--- src/rtl/merge_pair_scheduler.sv ---
// Round-robin scheduler sharing one two-input merger between NUM_PAIRS source pairs.
// A granted pair owns the merger until TERM_OUT zero words have been written out.
module merge_pair_scheduler #(
  parameter int unsigned NUM_PAIRS = 4,
  parameter int unsigned PAIR_W    = 2,
  parameter int unsigned TERM_OUT  = 2
) (
  input  logic                      i_clk,
  input  logic                      i_rst_n,
  input  logic [64*NUM_PAIRS-1:0]   i_src_data,
  input  logic [2*NUM_PAIRS-1:0]    i_src_empty,
  output logic [2*NUM_PAIRS-1:0]    o_src_read,
  output logic [31:0]               o_m_fifo_1,
  output logic [31:0]               o_m_fifo_2,
  output logic                      o_m_fifo_1_empty,
  output logic                      o_m_fifo_2_empty,
  input  logic                      i_m_fifo_1_read,
  input  logic                      i_m_fifo_2_read,
  output logic                      o_m_out_ready,
  input  logic                      i_m_out_write,
  input  logic [31:0]               i_m_data,
  input  logic [NUM_PAIRS-1:0]      i_dst_ready,
  output logic [NUM_PAIRS-1:0]      o_dst_write,
  output logic [31:0]               o_dst_data,
  output logic                      o_busy,
  output logic [PAIR_W-1:0]         o_pair,
  output logic [15:0]               o_runs_done
);

  localparam int unsigned TERM_W = $clog2(TERM_OUT + 1);

  typedef enum logic [1:0] {StIdle, StStream, StDrain} state_e;

  state_e              state_q, state_d;
  logic [PAIR_W-1:0]   pair_q, pair_d;
  logic [PAIR_W-1:0]   last_q, last_d;
  logic                done0_q, done0_d;
  logic                done1_q, done1_d;
  logic [TERM_W-1:0]   term_q, term_d;
  logic [15:0]         runs_q, runs_d;

  logic [31:0]         heads [2*NUM_PAIRS];
  logic [NUM_PAIRS-1:0] elig;
  logic                grant_valid;
  logic [PAIR_W-1:0]   grant_idx;
  int unsigned         scan;
  logic [PAIR_W-1:0]   scan_w;

  logic [PAIR_W:0]     sidx0, sidx1;
  logic [31:0]         head0, head1;
  logic                m_empty0, m_empty1;
  logic                pop0, pop1;
  logic                zero_wr;

  always_comb begin
    for (int unsigned k = 0; k < 2 * NUM_PAIRS; k++) begin
      heads[k] = i_src_data[k*32 +: 32];
    end
    for (int unsigned p = 0; p < NUM_PAIRS; p++) begin
      elig[p] = ~i_src_empty[2*p] & ~i_src_empty[2*p+1];
    end
  end

  // First eligible pair scanning upward from the one after the last grant.
  always_comb begin
    grant_valid = 1'b0;
    grant_idx   = '0;
    scan        = 0;
    scan_w      = '0;
    for (int unsigned i = 1; i <= NUM_PAIRS; i++) begin
      scan   = (32'(last_q) + i) % NUM_PAIRS;
      scan_w = PAIR_W'(scan);
      if (!grant_valid && elig[scan_w]) begin
        grant_valid = 1'b1;
        grant_idx   = scan_w;
      end
    end
  end

  assign sidx0 = {pair_q, 1'b0};
  assign sidx1 = {pair_q, 1'b1};
  assign head0 = heads[sidx0];
  assign head1 = heads[sidx1];

  always_comb begin
    m_empty0      = 1'b1;
    m_empty1      = 1'b1;
    o_m_fifo_1    = '0;
    o_m_fifo_2    = '0;
    pop0          = 1'b0;
    pop1          = 1'b0;
    o_src_read    = '0;
    o_m_out_ready = 1'b0;
    o_dst_write   = '0;
    o_dst_data    = '0;
    if (state_q == StStream) begin
      o_m_fifo_1        = head0;
      o_m_fifo_2        = head1;
      m_empty0          = i_src_empty[sidx0] | done0_q;
      m_empty1          = i_src_empty[sidx1] | done1_q;
      pop0              = i_m_fifo_1_read & ~m_empty0;
      pop1              = i_m_fifo_2_read & ~m_empty1;
      o_src_read[sidx0] = pop0;
      o_src_read[sidx1] = pop1;
    end
    if (state_q != StIdle) begin
      o_m_out_ready       = i_dst_ready[pair_q];
      o_dst_data          = i_m_data;
      o_dst_write[pair_q] = i_m_out_write;
    end
  end

  assign o_m_fifo_1_empty = m_empty0;
  assign o_m_fifo_2_empty = m_empty1;
  assign zero_wr = (state_q != StIdle) && i_m_out_write && (i_m_data == '0);

  always_comb begin
    state_d = state_q;
    pair_d  = pair_q;
    last_d  = last_q;
    done0_d = done0_q;
    done1_d = done1_q;
    term_d  = term_q;
    runs_d  = runs_q;
    unique case (state_q)
      StIdle: begin
        if (grant_valid) begin
          pair_d  = grant_idx;
          done0_d = 1'b0;
          done1_d = 1'b0;
          term_d  = '0;
          state_d = StStream;
        end
      end
      StStream, StDrain: begin
        if (pop0 && head0 == '0) done0_d = 1'b1;
        if (pop1 && head1 == '0) done1_d = 1'b1;
        if (zero_wr) term_d = term_q + TERM_W'(1);
        // Release takes priority: the merger is done once its terminators are out.
        if (zero_wr && term_d == TERM_W'(TERM_OUT)) begin
          state_d = StIdle;
          last_d  = pair_q;
          runs_d  = runs_q + 16'd1;
        end else if (state_q == StStream && done0_d && done1_d) begin
          state_d = StDrain;
        end
      end
      default: state_d = StIdle;
    endcase
  end

  always_ff @(posedge i_clk or negedge i_rst_n) begin
    if (!i_rst_n) begin
      state_q <= StIdle;
      pair_q  <= '0;
      last_q  <= PAIR_W'(NUM_PAIRS - 1);
      done0_q <= 1'b0;
      done1_q <= 1'b0;
      term_q  <= '0;
      runs_q  <= '0;
    end else begin
      state_q <= state_d;
      pair_q  <= pair_d;
      last_q  <= last_d;
      done0_q <= done0_d;
      done1_q <= done1_d;
      term_q  <= term_d;
      runs_q  <= runs_d;
    end
  end

  assign o_busy      = (state_q != StIdle);
  assign o_pair      = pair_q;
  assign o_runs_done = runs_q;

endmodule

--- config.mk ---
export PLATFORM = sky130hd
export DESIGN_NAME = merge_pair_scheduler
export DESIGN_NICKNAME = d
export VERILOG_FILES = /design/src/rtl/merge_pair_scheduler.sv
export SDC_FILE = /design/constraint.sdc
export NUM_CORES = 1
export LEC_CHECK = 0
export CORE_AREA = 5 5 164 166
export CTS_CLUSTER_DIAMETER = 200
export DETAILED_ROUTE_END_ITERATION = 8
export DIE_AREA = 0 0 169 171
export MAX_ROUTING_LAYER = met4
export SLEW_MARGIN = 20
export SYNTH_ARGS = -nofsm -noshare
export SYNTH_HDL_FRONTEND = slang
export SYNTH_SLANG_ARGS = --single-unit
--- constraint.sdc ---
create_clock -name i_clk -period 6.11 [get_ports i_clk]
set_input_delay 0.9165 -clock i_clk [delete_from_list [all_inputs] [get_ports i_clk]]
set_output_delay 0.9165 -clock i_clk [all_outputs]
set_load 0.05 [all_outputs]
==> results.json <==
{
  "final_core_util": 0.345,
  "antenna_violating_nets_post_route": 0,
  "syn_to_final_growth_pct": 119,
  "fp.dieW_um": 169,
  "fillers": 2595,
  "wl_um": 24900,
  "min_path_type": "reg -> reg",
  "cts_tree": "done",
  "critical_path_required_ns": 5.19,
  "seqCellArea_um2": 661,
  "antenna_found_initial": 4,
  "rsz0062_at_grt": "false",
  "dp_hpwl_um": 21600,
  "viasPerCell": 4.33,
  "leakage_uw": 0.00316,
  "cp_max_fo": 52,
  "htreeDepth": 1,
  "root_buffer": "clkbuf_16",
  "whs_ns": 0.469,
  "comb_power_share": 0.823,
  "internal_power_uw": 1160,
  "synth_flop_cell": "dfrtp_1",
  "drtPass1Iterations": 4,
  "clock_sinks": 26,
  "wl_per_cell_um": 21.8,
  "grt_pass1_vias": 5074,
  "yosysWarnings": 0,
  "rows": 59,
  "groute.usage.overall": 0.160,
  "io_buffers": 434,
  "power.density_nw_per_um2": 277,
  "cts_resized": 0,
  "fin_ws_ns": 1.69,
  "coreArea_um2": 25500,
  "sw_frac_of_total": 0.523,
  "cts_hold_buf": 0,
  "routabilityCongestion": 0.890,
  "final_cell_mix": "clkdlybuf4s50_1 (434), and2_1 (66), mux4_2 (54)",
  "fp.dieArea_um2": 28900,
  "max_freq_ghz": 0.226,
  "worstReg2RegEnd": "state_q[0]",
  "use_met2": 0.272,
  "grt_max_degree": 68,
  "maxCapViolations": 0,
  "die_height_um": 171,
  "p_switching_uw": 1270,
  "ys_seq_area_frac": 0.163,
  "synthCells": 387,
  "grt_busiest_layer": "met2",
  "synth_edf_count": 0,
  "cts_inserted_buffers": 3,
  "clock_latency_ns": 0.26,
  "drive_gt1_frac": 0.0985,
  "regToRegSetupSlack_ns": 2.41,
  "gr-total-overflow": 0,
  "syn_avg_cell_area_um2": 10.4,
  "slew_headroom": 0.339,
  "drtIter0Drc": 221,
  "multi_input_area_um2": 3170,
  "syn-num-nets": 696,
  "drc": 0,
  "grtUsageMet1": 0.201,
  "hold-path-cell-count": 1,
  "cp.arrival_ns": 3.50,
  "grt_pass1_wl_um": 34200,
  "tns_ns": 0,
  "p_seq_frac": 0.099,
  "r2r_cells": 7,
  "tightest_slew_ns": 0.983,
  "drv_slew": 0,
  "ys_seq_elements": 26,
  "period_minus_slack_ns": 4.42,
  "setup_viol": 0,
  "use_met3": 0.0307,
  "fin_crit_sh": 0.723,
  "cp-start-kind": "flip-flop",
  "hold_path_end": "o_runs_done[15]",
  "power_frac_clock": 0.078,
  "path_clk_slew_ns": 0.07,
  "vias": 4936,
  "ir_worst_vdd_v": 0.000175,
  "netlist-cell-type-count": 50,
  "fin_nets": 1112,
  "r2r-start": "o_pair[0]",
  "dp_slack_ns": 1.75,
  "cts_max_path_buffers": 2,
  "start_util": 0.158,
  "path_class": "reg -> out",
  "finClkSkew_ns": 0.00331,
  "syn_area_um2": 4020,
  "post_cts_buffers": 0,
  "min_from": "o_runs_done[15]",
  "io_pins": 435,
  "synthArstFlopShare": 1.00,
  "critPathCaptureType": "output pin",
  "status": "complete, no violations",
  "final_common_cell": "clkdlybuf4s50_1",
  "hold_viol": 0
}
==> power by group through the flow <==
| stage | Clock [µW] | Sequential (µW) | Combinational, µW |
|---|---|---|---|
| after detailed placement | 0 | 248 | 2010 |
| after global placement | 0 | 248 | 2010 |
| final | 190 | 242 | 2000 |
| after global routing | 206 | 250 | 2080 |
| after floorplan | 0 | 198 | 1310 |
| after CTS | 195 | 244 | 2020 |
==> flip-flops by register name, summed over array words and instances, names as in the netlist <==
register and count:
term_q 2, done1_q 1, last_q 2, state_q 2, o_runs_done 16, done0_q 1, o_pair 2
==> kinds of logic (layout without fill, tap and decap cells) <==
kind of cell,count (synthesis),count (layout),share of synthesized area
muxes,72,72,0.398
and+or+nand+nor,210,210,0.304
DFF,26,26,0.163
buffers and inverters,36,451,0.0483
adders and majority gates,4,4,0.0125
xor gates and xnor gates,16,16,0.0349
other,0,4,0
AOI/OAI and AO/OA,23,23,0.0408
==> worst max-delay path by stage <==
stage | cells after the start | start | slack [ns] | endpoint
6_report | 6 | o_pair[1] | 1.69 | o_src_read[0]
5_1_grt | 6 | o_pair[1] | 1.52 | o_src_read[0]
4_1_cts | 6 | o_pair[1] | 1.57 | o_src_read[0]
3_5_place_dp | 6 | i_src_empty[1] | 1.75 | o_src_read[1]
3_3_place_gp | 6 | i_src_empty[5] | 1.68 | o_src_read[1]
2_1_floorplan | 7 | o_pair[0] | 2.23 | o_src_read[1]
==> per-stage QoR <==
| step | power [µW] | area (µm²) | std cells |
|---|---|---|---|
| after CTS | 2460 | 8770 | 1137 |
| after detailed placement | 2260 | 8670 | 1133 |
| final | 2430 | 8780 | 1141 |
| after global placement | 2260 | 8670 | 1133 |
| after floorplan | 1500 | 4020 | 387 |
| after global routing | 2530 | 8780 | 1141 |
==> Yosys cell counts (2+ instances only) <==
master | number | area share
a21boi_0 | 2 | 0.0037
a21oi_1 | 5 | 0.0062
a22o_1 | 2 | 0.0044
a32oi_1 | 2 | 0.0044
and2_1 | 66 | 0.10
and3_1 | 6 | 0.0093
buf_1 | 6 | 0.0056
buf_2 | 4 | 0.0050
buf_4 | 3 | 0.0056
buf_6 | 2 | 0.0056
clkbuf_1 | 12 | 0.011
dfrtp_1 | 24 | 0.15
dfstp_2 | 2 | 0.013
ha_1 | 4 | 0.012
inv_1 | 7 | 0.0065
mux2_2 | 5 | 0.014
mux4_1 | 12 | 0.078
mux4_2 | 54 | 0.30
nand2_1 | 19 | 0.018
nand2b_1 | 5 | 0.0078
nand3_1 | 8 | 0.010
nand4_1 | 7 | 0.011
nor2_1 | 25 | 0.023
nor2b_1 | 33 | 0.051
nor3_1 | 6 | 0.0075
nor4_1 | 23 | 0.036
nor4_2 | 2 | 0.0062
o21ai_0 | 5 | 0.0062
xnor2_1 | 9 | 0.020
xor2_1 | 7 | 0.015
==> layout make-up <==
| cell class | count | share of cell area |
|---|---|---|
| Tap cell | 335 | 0.0477 |
| Antenna cell | 4 | 0.00114 |
| Clock buffer | 3 | 0.00855 |
| Clock inverter | 1 | 0.00342 |
| Sequential cell | 26 | 0.0752 |
| Inverter | 7 | 0.00299 |
| Timing Repair Buffer | 440 | 0.500 |
| Multi-Input combinational cell | 325 | 0.361 |
==> routing by layer <==
metal  vias up  part of all wire
met5         -                 0
met3        12             0.072
met4         0            0.0095
met2       210              0.51
met1      2390              0.40
li1       2324                 -
==> critical path: stages, from the launching register on <==
cell and delay [ns]:
dfrtp_4 0.65, buf_4 0.63, mux4_2 0.61, nor2_1 0.13, nand2_1 0.20, nor3_1 0.18, clkdlybuf4s50_1 0.83
Power figures use the tool's default switching activity.
